==> src/rtl/dab_sequencer.sv <==
// Supervisory sequencer for the DAB power stage: period sync, PWM gating, soft start/stop
// of the current reference and DC-link fault trips. Build option: DAB_SEQ_AUTORESTART_EN.
module dab_sequencer #(
    parameter int unsigned SYNC_DIV  = 1000,
    parameter logic [11:0] VDC_MAX   = 12'd900,
    parameter logic [11:0] VDC_MIN   = 12'd50,
    parameter int unsigned FILT_N    = 4,
    parameter logic [11:0] RAMP_STEP = 12'd2,
    parameter logic [15:0] COOLDOWN  = 16'd200
) (
    input  logic               clk,
    input  logic               rst,
    input  logic               start,
    input  logic               stop,
    input  logic               clr_fault,
    input  logic               trigger,
    input  logic        [11:0] Vdc1,
    input  logic        [11:0] Vdc2,
    input  logic signed [11:0] Iref_tgt,
    output logic               sync,
    output logic signed [11:0] Iref_out,
    output logic               pwm_en,
    output logic        [2:0]  state,
    output logic        [1:0]  fault_code
);

    typedef enum logic [2:0] {
        S_IDLE      = 3'd0,
        S_CHECK     = 3'd1,
        S_SOFTSTART = 3'd2,
        S_RUN       = 3'd3,
        S_RAMPDOWN  = 3'd4,
        S_FAULT     = 3'd5
    } state_e;

    localparam int          SW        = (SYNC_DIV > 1) ? $clog2(SYNC_DIV) : 1;
    localparam logic [SW-1:0] SYNC_LAST = SW'(SYNC_DIV - 1);
    localparam logic [3:0]  FILT      = 4'(FILT_N);

    state_e             state_q, state_d;
    logic [SW-1:0]      sync_cnt_q, sync_cnt_d;
    logic               sync_q, sync_d;
    logic [3:0]         ov_cnt_q, ov_cnt_d, uv_cnt_q, uv_cnt_d, ok_cnt_q, ok_cnt_d;
    logic [3:0]         ov_upd, uv_upd, ok_upd;
    logic signed [11:0] iref_q, iref_d, iref_ramp;
    logic               pwm_q, pwm_d;
    logic [1:0]         fc_q, fc_d;
    logic               ov_now, uv_now, ov_trip, uv_trip, ok_full, ramping;
    logic signed [12:0] iref_ext, ramp_goal, ramp_diff, step13, ramp_next;

`ifdef DAB_SEQ_AUTORESTART_EN
    logic [15:0] cool_q, cool_d, cool_upd;
    logic        unused_clr;
    assign unused_clr = clr_fault;
`else
    localparam logic [15:0] unused_cooldown = COOLDOWN;
`endif

    // Free-running period counter; sync marks the cycle the count sits at zero.
    always_comb begin
        sync_cnt_d = (sync_cnt_q == SYNC_LAST) ? '0 : sync_cnt_q + SW'(1);
        sync_d     = (sync_cnt_d == '0);
    end

    always_comb begin
        ov_now = (Vdc1 > VDC_MAX) || (Vdc2 > VDC_MAX);
        uv_now = (Vdc1 < VDC_MIN);
        ov_upd = ov_cnt_q;
        uv_upd = uv_cnt_q;
        ok_upd = ok_cnt_q;
        if (trigger) begin
            ov_upd = !ov_now ? 4'd0 : (ov_cnt_q == FILT) ? FILT : ov_cnt_q + 4'd1;
            uv_upd = !uv_now ? 4'd0 : (uv_cnt_q == FILT) ? FILT : uv_cnt_q + 4'd1;
            ok_upd = (ov_now || uv_now) ? 4'd0 : (ok_cnt_q == FILT) ? FILT : ok_cnt_q + 4'd1;
        end
        ov_trip = (ov_upd == FILT);
        uv_trip = (uv_upd == FILT);
        ok_full = (ok_upd == FILT);
    end

    // Rate limiter: 13-bit step toward the goal, snapping to it once within one step.
    always_comb begin
        iref_ext  = {iref_q[11], iref_q};
        ramp_goal = (state_q == S_RAMPDOWN) ? 13'sd0 : {Iref_tgt[11], Iref_tgt};
        step13    = signed'({1'b0, RAMP_STEP});
        ramp_diff = ramp_goal - iref_ext;
        if (ramp_diff > step13)
            ramp_next = iref_ext + step13;
        else if (ramp_diff < -step13)
            ramp_next = iref_ext - step13;
        else
            ramp_next = ramp_goal;
        ramping   = (state_q == S_SOFTSTART) || (state_q == S_RUN) || (state_q == S_RAMPDOWN);
        iref_ramp = (trigger && ramping) ? ramp_next[11:0] : iref_q;
    end

    always_comb begin
        state_d = state_q;
        fc_d    = fc_q;
`ifdef DAB_SEQ_AUTORESTART_EN
        cool_upd = cool_q;
`endif
        case (state_q)
            S_IDLE: begin
                if (start && !stop) state_d = S_CHECK;
            end
            S_CHECK: begin
                if (ov_trip) begin
                    state_d = S_FAULT;
                    fc_d    = 2'd1;
                end else if (stop) begin
                    state_d = S_IDLE;
                end else if (ok_full) begin
                    state_d = S_SOFTSTART;
                end
            end
            S_SOFTSTART, S_RUN, S_RAMPDOWN: begin
                if (ov_trip) begin
                    state_d = S_FAULT;
                    fc_d    = 2'd1;
                end else if (uv_trip) begin
                    state_d = S_FAULT;
                    fc_d    = 2'd2;
                end else if (state_q == S_SOFTSTART) begin
                    if (stop)                       state_d = S_RAMPDOWN;
                    else if (iref_ramp == Iref_tgt) state_d = S_RUN;
                end else if (state_q == S_RUN) begin
                    if (stop || !start) state_d = S_RAMPDOWN;
                end else begin
                    if (iref_ramp == 12'sd0) state_d = S_IDLE;
                end
            end
            S_FAULT: begin
`ifdef DAB_SEQ_AUTORESTART_EN
                if (trigger) begin
                    cool_upd = cool_q + 16'd1;
                    if (cool_upd == COOLDOWN) begin
                        state_d = S_IDLE;
                        fc_d    = 2'd0;
                    end
                end
`else
                if (clr_fault && !start) begin
                    state_d = S_IDLE;
                    fc_d    = 2'd0;
                end
`endif
            end
            default: begin
                state_d = S_IDLE;
                fc_d    = 2'd0;
            end
        endcase
    end

    // FAULT drops the reference without ramping and holds the filters cleared.
    always_comb begin
        iref_d   = (state_d == S_FAULT) ? 12'sd0 : iref_ramp;
        ov_cnt_d = (state_d == S_FAULT) ? 4'd0 : ov_upd;
        uv_cnt_d = (state_d == S_FAULT) ? 4'd0 : uv_upd;
        ok_cnt_d = (state_d == S_FAULT) ? 4'd0 : ok_upd;
        pwm_d    = (state_d == S_SOFTSTART) || (state_d == S_RUN) || (state_d == S_RAMPDOWN);
`ifdef DAB_SEQ_AUTORESTART_EN
        cool_d   = (state_d == S_FAULT) ? cool_upd : 16'd0;
`endif
    end

    always_ff @(posedge clk) begin
        if (rst) begin
            state_q    <= S_IDLE;
            sync_cnt_q <= '0;
            sync_q     <= 1'b0;
            ov_cnt_q   <= '0;
            uv_cnt_q   <= '0;
            ok_cnt_q   <= '0;
            iref_q     <= '0;
            pwm_q      <= 1'b0;
            fc_q       <= '0;
`ifdef DAB_SEQ_AUTORESTART_EN
            cool_q     <= '0;
`endif
        end else begin
            state_q    <= state_d;
            sync_cnt_q <= sync_cnt_d;
            sync_q     <= sync_d;
            ov_cnt_q   <= ov_cnt_d;
            uv_cnt_q   <= uv_cnt_d;
            ok_cnt_q   <= ok_cnt_d;
            iref_q     <= iref_d;
            pwm_q      <= pwm_d;
            fc_q       <= fc_d;
`ifdef DAB_SEQ_AUTORESTART_EN
            cool_q     <= cool_d;
`endif
        end
    end

    assign state      = state_q;
    assign sync       = sync_q;
    assign Iref_out   = iref_q;
    assign pwm_en     = pwm_q;
    assign fault_code = fc_q;

endmodule

==> config.mk <==
export PLATFORM = sky130hd
export DESIGN_NAME = dab_sequencer
export DESIGN_NICKNAME = d
export VERILOG_FILES = /design/src/rtl/dab_sequencer.sv
export SDC_FILE = /design/constraint.sdc
export NUM_CORES = 1
export LEC_CHECK = 0
export ABC_AREA = 1
export BUFFER_PORTS_ARGS = -buffer_cell sky130_fd_sc_hd__clkbuf_2
export CORE_AREA = 10 10 95 97
export DETAILED_ROUTE_END_ITERATION = 12
export DIE_AREA = 0 0 105 107
export PLACE_DENSITY = 0.81
export SLEW_MARGIN = 20
export SYNTH_ARGS = -nofsm -noshare
export SYNTH_HDL_FRONTEND = slang
export SYNTH_SLANG_ARGS = --single-unit
==> constraint.sdc <==
create_clock -name clk -period 7.35 [get_ports clk]
set_clock_uncertainty 0.15 [all_clocks]
set_input_delay 0.735 -clock clk [delete_from_list [all_inputs] [get_ports clk]]
set_output_delay 0.735 -clock clk [all_outputs]
set_load 0.03 [all_outputs]
==> results of run 1 <==
critical path: cells and delay by family, from the launching register on:
kind	cells	cell delay (ns)
AND/OR/NAND/NOR	27	2.80
buffers and inverters	5	0.62
flip-flops	1	0.45
adder cells (fa/ha/maj)	1	0.42
AO/OA/AOI/OAI	1	0.16
registers in the layout, indices dropped and copies added (netlist names):
register	cells
Iref_out	12
pwm_en	1
sync_cnt_q	10
ov_cnt_q	4
state	3
sync	1
ok_cnt_q	4
fault_code	2
uv_cnt_q	4
cells in the final DEF, fill, tap and decap left out, types with 7 or more instances in the layout:
master	count
sky130_fd_sc_hd__nand2_1	177
sky130_fd_sc_hd__dfxtp_1	41
sky130_fd_sc_hd__clkbuf_2	60
sky130_fd_sc_hd__o21ai_0	14
sky130_fd_sc_hd__nor3_1	10
sky130_fd_sc_hd__ha_1	17
sky130_fd_sc_hd__nand3_1	77
sky130_fd_sc_hd__nand2_2	8
sky130_fd_sc_hd__nor2_2	25
sky130_fd_sc_hd__xor2_1	23
sky130_fd_sc_hd__nor2_1	79
sky130_fd_sc_hd__nand4_1	16
sky130_fd_sc_hd__nand3b_1	7
sky130_fd_sc_hd__nand3_2	8
sky130_fd_sc_hd__a21oi_1	13
sky130_fd_sc_hd__inv_1	99
report_power, final:
| part | internal, mW | switching [mW] | leakage [nW] |
|---|---|---|---|
| combinational | 0.0389 | 0.0736 | 1.92 |
| clock | 0.0988 | 0.0775 | 0.0540 |
| sequential | 0.225 | 0.00275 | 0.331 |
cell type report:
type / instances / area [um2]
Clock buffer: 5 / 68.8
Clock inverter: 2 / 35.0
Fill cell: 731 / 2510
Inverter: 104 / 390
Multi-Input combinational cell: 532 / 2880
Sequential cell: 41 / 821
Tap cell: 99 / 124
Timing Repair Buffer: 60 / 300
layer usage:
layer | wire length (um) | up-vias | track usage
li1 | - | 2328 | -
met1 | 4880 | 2120 | 0.233
met2 | 6040 | 153 | 0.390
met3 | 726 | 20 | 0.0287
met4 | 257 | 0 | 0.0608
met5 | 0 | - | 0
worst min path at each step:
stage | start | end | slack (ns) | cells past startpoint
after floorplan | sync_cnt_q[2] | sync_cnt_q[2] | 0.33 | 2
after global routing | fault_code[1] | fault_code[1] | 0.39 | 1
after global placement | fault_code[1] | fault_code[1] | 0.34 | 1
after CTS | fault_code[1] | fault_code[1] | 0.36 | 1
final | fault_code[1] | fault_code[1] | 0.36 | 1
after detailed placement | fault_code[1] | fault_code[1] | 0.35 | 1
cell families (layout without fill, tap and decap cells):
logic type      after synthesis  after routing  share of synthesized area
simple gates                426            426                      0.484
buf+inv                     115            171                      0.114
compound gates               60             60                     0.0916
flops                        41             41                      0.196
xor+xnor                     28             28                     0.0587
fa+ha+maj                    18             18                     0.0557
per-stage QoR:
step / hold slack [ns] / total power, mW / worst slack [ns]
2_1_floorplan: 0.325 / 0.314 / 3.21
3_3_place_gp: 0.336 / 0.341 / 2.79
3_5_place_dp: 0.345 / 0.344 / 2.65
4_1_cts: 0.364 / 0.517 / 2.63
5_1_grt: 0.392 / 0.542 / 2.12
6_report: 0.359 / 0.517 / 2.57
==> flow_summary_export.csv, run 1 <==
group,metric,value,unit
detailed_routing,drt_first_iter_violations,241,
sta,slew_headroom,0.319,
clock_tree,ctsResizeCount,0,
final_layout,area_delta_synth_final,10.6,%
detailed_routing,total_detailed_routing_wirelength,11900,um
sta,achievable-frequency,209,MHz
synthesis,synth_area_leaders,"sky130_fd_sc_hd__dfxtp_1 (20%), sky130_fd_sc_hd__nand2_1 (16%), sky130_fd_sc_hd__nand3_1 (9.2%)",
grt,grt_pass1_vias,4455,
worst_setup_path,crit-reg2reg-capture,"uv_cnt_q[3]",
synthesis,yosys-top-cells-count,"sky130_fd_sc_hd__nand2_1 (177), sky130_fd_sc_hd__inv_1 (99), sky130_fd_sc_hd__nor2_1 (79)",
placement,placedInstanceArea,4520,um2
synthesis,synth.yosys.warnings,0,
detailed_routing,remaining_drc_errors,0,
final_layout,n_antenna_cell,0,
synthesis,synth_most_common_cell,"sky130_fd_sc_hd__nand2_1",
clock_tree,tritoncts,"yes",
detailed_routing,via_count,4621,
clock_tree,numCtsBuffers,5,
die,num_rows,31,
detailed_routing,drtAntennaViolNets,0,
worst_setup_path,regToRegSetupSlack,2.57,ns
sta,final_hold_viol_count,0,
worst_setup_path,r2r_start,"state[1]",
worst_setup_path,cpPeakStageDelay,0.45,ns
synthesis,synth.top_cell.area_share,0.196,
worst_setup_path,timing_worst_setup_path_type,"flop to flop",
detailed_routing,drt_pre_antenna_iters,5,
placement,buffer_ports.inserted,60,
grt,globalRoute.totalOverflow,0,
synthesis,synth_nets,748,
job,maxcap_violations,0,
synthesis,synth_cell_types,48,
worst_setup_path,crit_path_start_kind,"flop",
worst_setup_path,crit_path_end_kind,"flop",
sta,finalSetupViolations,0,
clock_tree,cts.sinks,41,
sta,setup_tns,0,ns
synthesis,syn_area,4180,um2
die,floorplan.die.height,107,um
final_layout,share_of_cells_above_drive_strength_1,0.169,
clock_tree,cts_setup_buffers,0,
clock_tree,clock_path_buffers,2,
synthesis,synthArstFlopShare,0,
die,coreArea,7140,um2
final_layout,finalNetCount,804,
power,ir_worst_vdd,0.144,mV
sta,post_layout_minimum_cycle_time,4.78,ns
synthesis,synth_area_leader_cell,"sky130_fd_sc_hd__dfxtp_1",
worst_setup_path,crit_required,7.37,ns
die,fp.dieArea,11200,um2
grt,grt_pass1_wl,19900,um
grt,grt_max_degree,25,
detailed_routing,wire_per_inst,14.1,um
worst_setup_path,cp_slowest_cell,"sky130_fd_sc_hd__dfxtp_1",
synthesis,postSynthRegisterBits,41,
placement,placed_cells_incl_taps,836,
sta,rsz0062_at_grt,"false",
clock_tree,worstSkewPairLatency,0.29,ns
worst_setup_path,crit_top_cell,"sky130_fd_sc_hd__nand2_1",
worst_setup_path,timing.reg2reg.worst_path_depth,34,
clock_tree,clk_pin_slew,0.08,ns
final_layout,final_cells,843,
detailed_routing,detail_route.vias_per_cell,5.48,
synthesis,ys.flop_type,"sky130_fd_sc_hd__dfxtp_1",
worst_setup_path,timing.critical_path.arrival,4.80,ns
sta,worst_tran_pin_value,1.01,ns
synthesis,number_of_synthesized_flops_with_an_enable_pin,0,
placement,replace_congestion,0.915,
synthesis,synthCells,688,
synthesis,seq_area_frac_synth,0.196,
sta,max_slew_violation_count,0,
placement,dp.final_hpwl,9760,um
clock_tree,cts.root.buffer_cell,"sky130_fd_sc_hd__clkbuf_8",
die,io_pins,61,
synthesis,avgSynthCellArea,6.07,um2
worst_setup_path,critPathCapture,"uv_cnt_q[3]",
clock_tree,cts.hold.buffers_added,0,
hold_path,worstHoldPathType,"flop to flop",
power,power_per_cell_area,112,nW/um2
clock_tree,htreeDepth,2,
grt,antenna_found_initial,0,
sta,min_period_over_period,0.650,
run_status,status,"complete, no violations",
die,die_w,105,um
worst_setup_path,crit_path_start,"state[1]",
final_layout,layout.cell_area.non_filler,4620,um2
power,leakage,2.31,nW
grt,grt_use_total,0.206,
final_layout,finished_core_util,0.648,
die,start_util,0.586,
worst_setup_path,critical_path_fanouts_max,24,
Power figures use the tool's default switching activity.
==> inputs of run 2 (changes only) <==
--- a/config.mk
+++ b/config.mk
@@ -7,10 +7,10 @@
 export LEC_CHECK = 0
 export ABC_AREA = 1
 export BUFFER_PORTS_ARGS = -buffer_cell sky130_fd_sc_hd__clkbuf_2
-export CORE_AREA = 10 10 95 97
+export CORE_AREA = 10 10 100 102
 export DETAILED_ROUTE_END_ITERATION = 12
-export DIE_AREA = 0 0 105 107
-export PLACE_DENSITY = 0.81
+export DIE_AREA = 0 0 110 112
+export PLACE_DENSITY = 0.77
 export SLEW_MARGIN = 20
 export SYNTH_ARGS = -nofsm -noshare
 export SYNTH_HDL_FRONTEND = slang
==> constraint.sdc (replaced) <==
create_clock -name clk -period 4.3 [get_ports clk]
set_clock_uncertainty 0.15 [all_clocks]
set_input_delay 0.43 -clock clk [delete_from_list [all_inputs] [get_ports clk]]
set_output_delay 0.43 -clock clk [all_outputs]
set_load 0.03 [all_outputs]
==> flow_summary_export.csv, run 2 (synthesized netlist as in run 1, its figures left out) <==
group,metric,value,unit
placement,placedInstanceArea,4600,um2
hold_path,worstHoldPathType,"input pin to flop",
worst_setup_path,timing.critical_path.arrival,4.23,ns
grt,grt_use_total,0.187,
final_layout,layout.cell_area.non_filler,5240,um2
sta,post_layout_minimum_cycle_time,4.15,ns
sta,slew_headroom,0.484,
die,floorplan.die.height,112,um
sta,achievable-frequency,241,MHz
grt,globalRoute.totalOverflow,0,
worst_setup_path,crit_path_start_kind,"flop",
power,power_per_cell_area,168,nW/um2
final_layout,final_cells,889,
grt,antenna_found_initial,0,
final_layout,finalNetCount,843,
grt,grt_max_degree,20,
clock_tree,numCtsBuffers,5,
clock_tree,tritoncts,"yes",
worst_setup_path,cpPeakStageDelay,0.37,ns
sta,worst_tran_pin_value,0.773,ns
detailed_routing,remaining_drc_errors,0,
detailed_routing,drtAntennaViolNets,0,
detailed_routing,drt_first_iter_violations,315,
die,num_rows,33,
final_layout,area_delta_synth_final,25.4,%
clock_tree,cts.sinks,41,
final_layout,multiInputGateArea,3210,um2
die,start_util,0.519,
final_layout,share_of_cells_above_drive_strength_1,0.272,
worst_setup_path,crit_required,4.38,ns
sta,setup_tns,0,ns
placement,placed_cells_incl_taps,852,
final_layout,layout.area.seq,826,um2
worst_setup_path,critical_path_fanouts_max,6,
placement,buffer_ports.inserted,60,
final_layout,finished_core_util,0.651,
clock_tree,clk_pin_slew,0.08,ns
final_layout,layout.cells.most_common,"sky130_fd_sc_hd__nand2_1",
sta,max_slew_violation_count,0,
detailed_routing,drt_pre_antenna_iters,5,
final_layout,n_fill_cell,754,
placement,replace_congestion,0.931,
detailed_routing,total_detailed_routing_wirelength,13100,um
die,fp.dieArea,12300,um2
clock_tree,clock_path_buffers,2,
detailed_routing,detail_route.vias_per_cell,5.46,
die,io_pins,61,
worst_setup_path,crit_path_end_kind,"flop",
grt,grt_pass1_wl,19400,um
die,die_w,110,um
grt,grt_pass1_vias,4329,
sta,final_hold_viol_count,0,
final_layout,most-common-layout-cells,"sky130_fd_sc_hd__nand2_1 (161), sky130_fd_sc_hd__inv_1 (96), sky130_fd_sc_hd__nand3_1 (71)",
power,ir_worst_vdd,0.174,mV
final_layout,n_antenna_cell,0,
clock_tree,cts.root.buffer_cell,"sky130_fd_sc_hd__clkbuf_8",
clock_tree,htreeDepth,2,
power,leakage,2.54,nW
job,maxcap_violations,0,
die,coreArea,8050,um2
sta,min_period_over_period,0.966,
sta,finalSetupViolations,0,
detailed_routing,via_count,4853,
run_status,status,"complete, no violations",
clock_tree,worstSkewPairLatency,0.29,ns
final_layout,largest_reg_flops,12,
worst_setup_path,timing_worst_setup_path_type,"flop to flop",
detailed_routing,wire_per_inst,14.7,um
placement,dp.final_hpwl,9650,um
worst_setup_path,cp_slowest_cell,"sky130_fd_sc_hd__dfxtp_4",
[run 2: changes by cell type in the layout (fill, tap and decap cells not counted), moves of 4 or more]
cell and delta:
sky130_fd_sc_hd__buf_4 +32, sky130_fd_sc_hd__buf_6 +4, sky130_fd_sc_hd__ha_1 -4, sky130_fd_sc_hd__nand2_1 -16, sky130_fd_sc_hd__nand2_2 +14, sky130_fd_sc_hd__nand2_8 +6, sky130_fd_sc_hd__nand3_1 -6, sky130_fd_sc_hd__nand3_2 +5
sky130_fd_sc_hd__nor2_1 -12, sky130_fd_sc_hd__nor2_2 +4, sky130_fd_sc_hd__nor2_4 +8
[run 2: worst paths after layout]
check | start | depth (start not counted) | slack, ns | end
max | state[0] | 33 | 0.15 | Iref_out[3]
min reg2reg | fault_code[1] | 1 | 0.36 | fault_code[1]
max reg2reg | state[0] | 33 | 0.15 | Iref_out[3]
min | rst | 2 | 0.33 | state[0]
[run 2: area by class of cell]
cell class / count / share of cell area
Timing Repair Buffer: 96 / 0.112
Multi-Input combinational cell: 535 / 0.612
Clock inverter: 2 / 0.00287
Tap cell: 105 / 0.0251
Clock buffer: 6 / 0.0139
Inverter: 104 / 0.0764
Sequential cell: 41 / 0.158
[run 2: per-layer routing]
layer	global-route usage	vias to the layer above	routed length (um)
met5	0	-	0
li1	-	2414	-
met4	0.0790	0	476
met1	0.211	2212	5130
met2	0.336	180	6730
met3	0.0242	47	734
[run 2: worst max-delay path: cells and delay by family (launching register included)]
kind / cells / cell delay [ns]
adder cells (fa/ha/maj): 1 / 0.27
AO/OA/AOI/OAI: 2 / 0.35
buffers and inverters: 4 / 0.35
flip-flops: 1 / 0.37
AND/OR/NAND/NOR: 26 / 2.60
[run 2: what timing repair did]
item                                    CTS  global route
setup buffers                             0            26
hold buffers                              0             0
resized for setup                         5            76
pin swaps                                 0            28
cloned                                    1             2
endpoints found under the setup margin   24            27
[run 2: power breakdown]
| group | internal (mW) | switching (mW) |
|---|---|---|
| sequential | 0.385 | 0.00451 |
| combinational | 0.0945 | 0.150 |
| clock | 0.114 | 0.134 |
[run 2: through the flow]
stage	hold slack (ns)	worst slack [ns]	power [mW]
final	0.329	0.146	0.882
after global routing	0.332	-0.110	0.930
after CTS	0.321	0.0257	0.839
after detailed placement	0.347	-0.121	0.587
after global placement	0.336	-0.0866	0.583
after floorplan	0.325	0.159	0.537
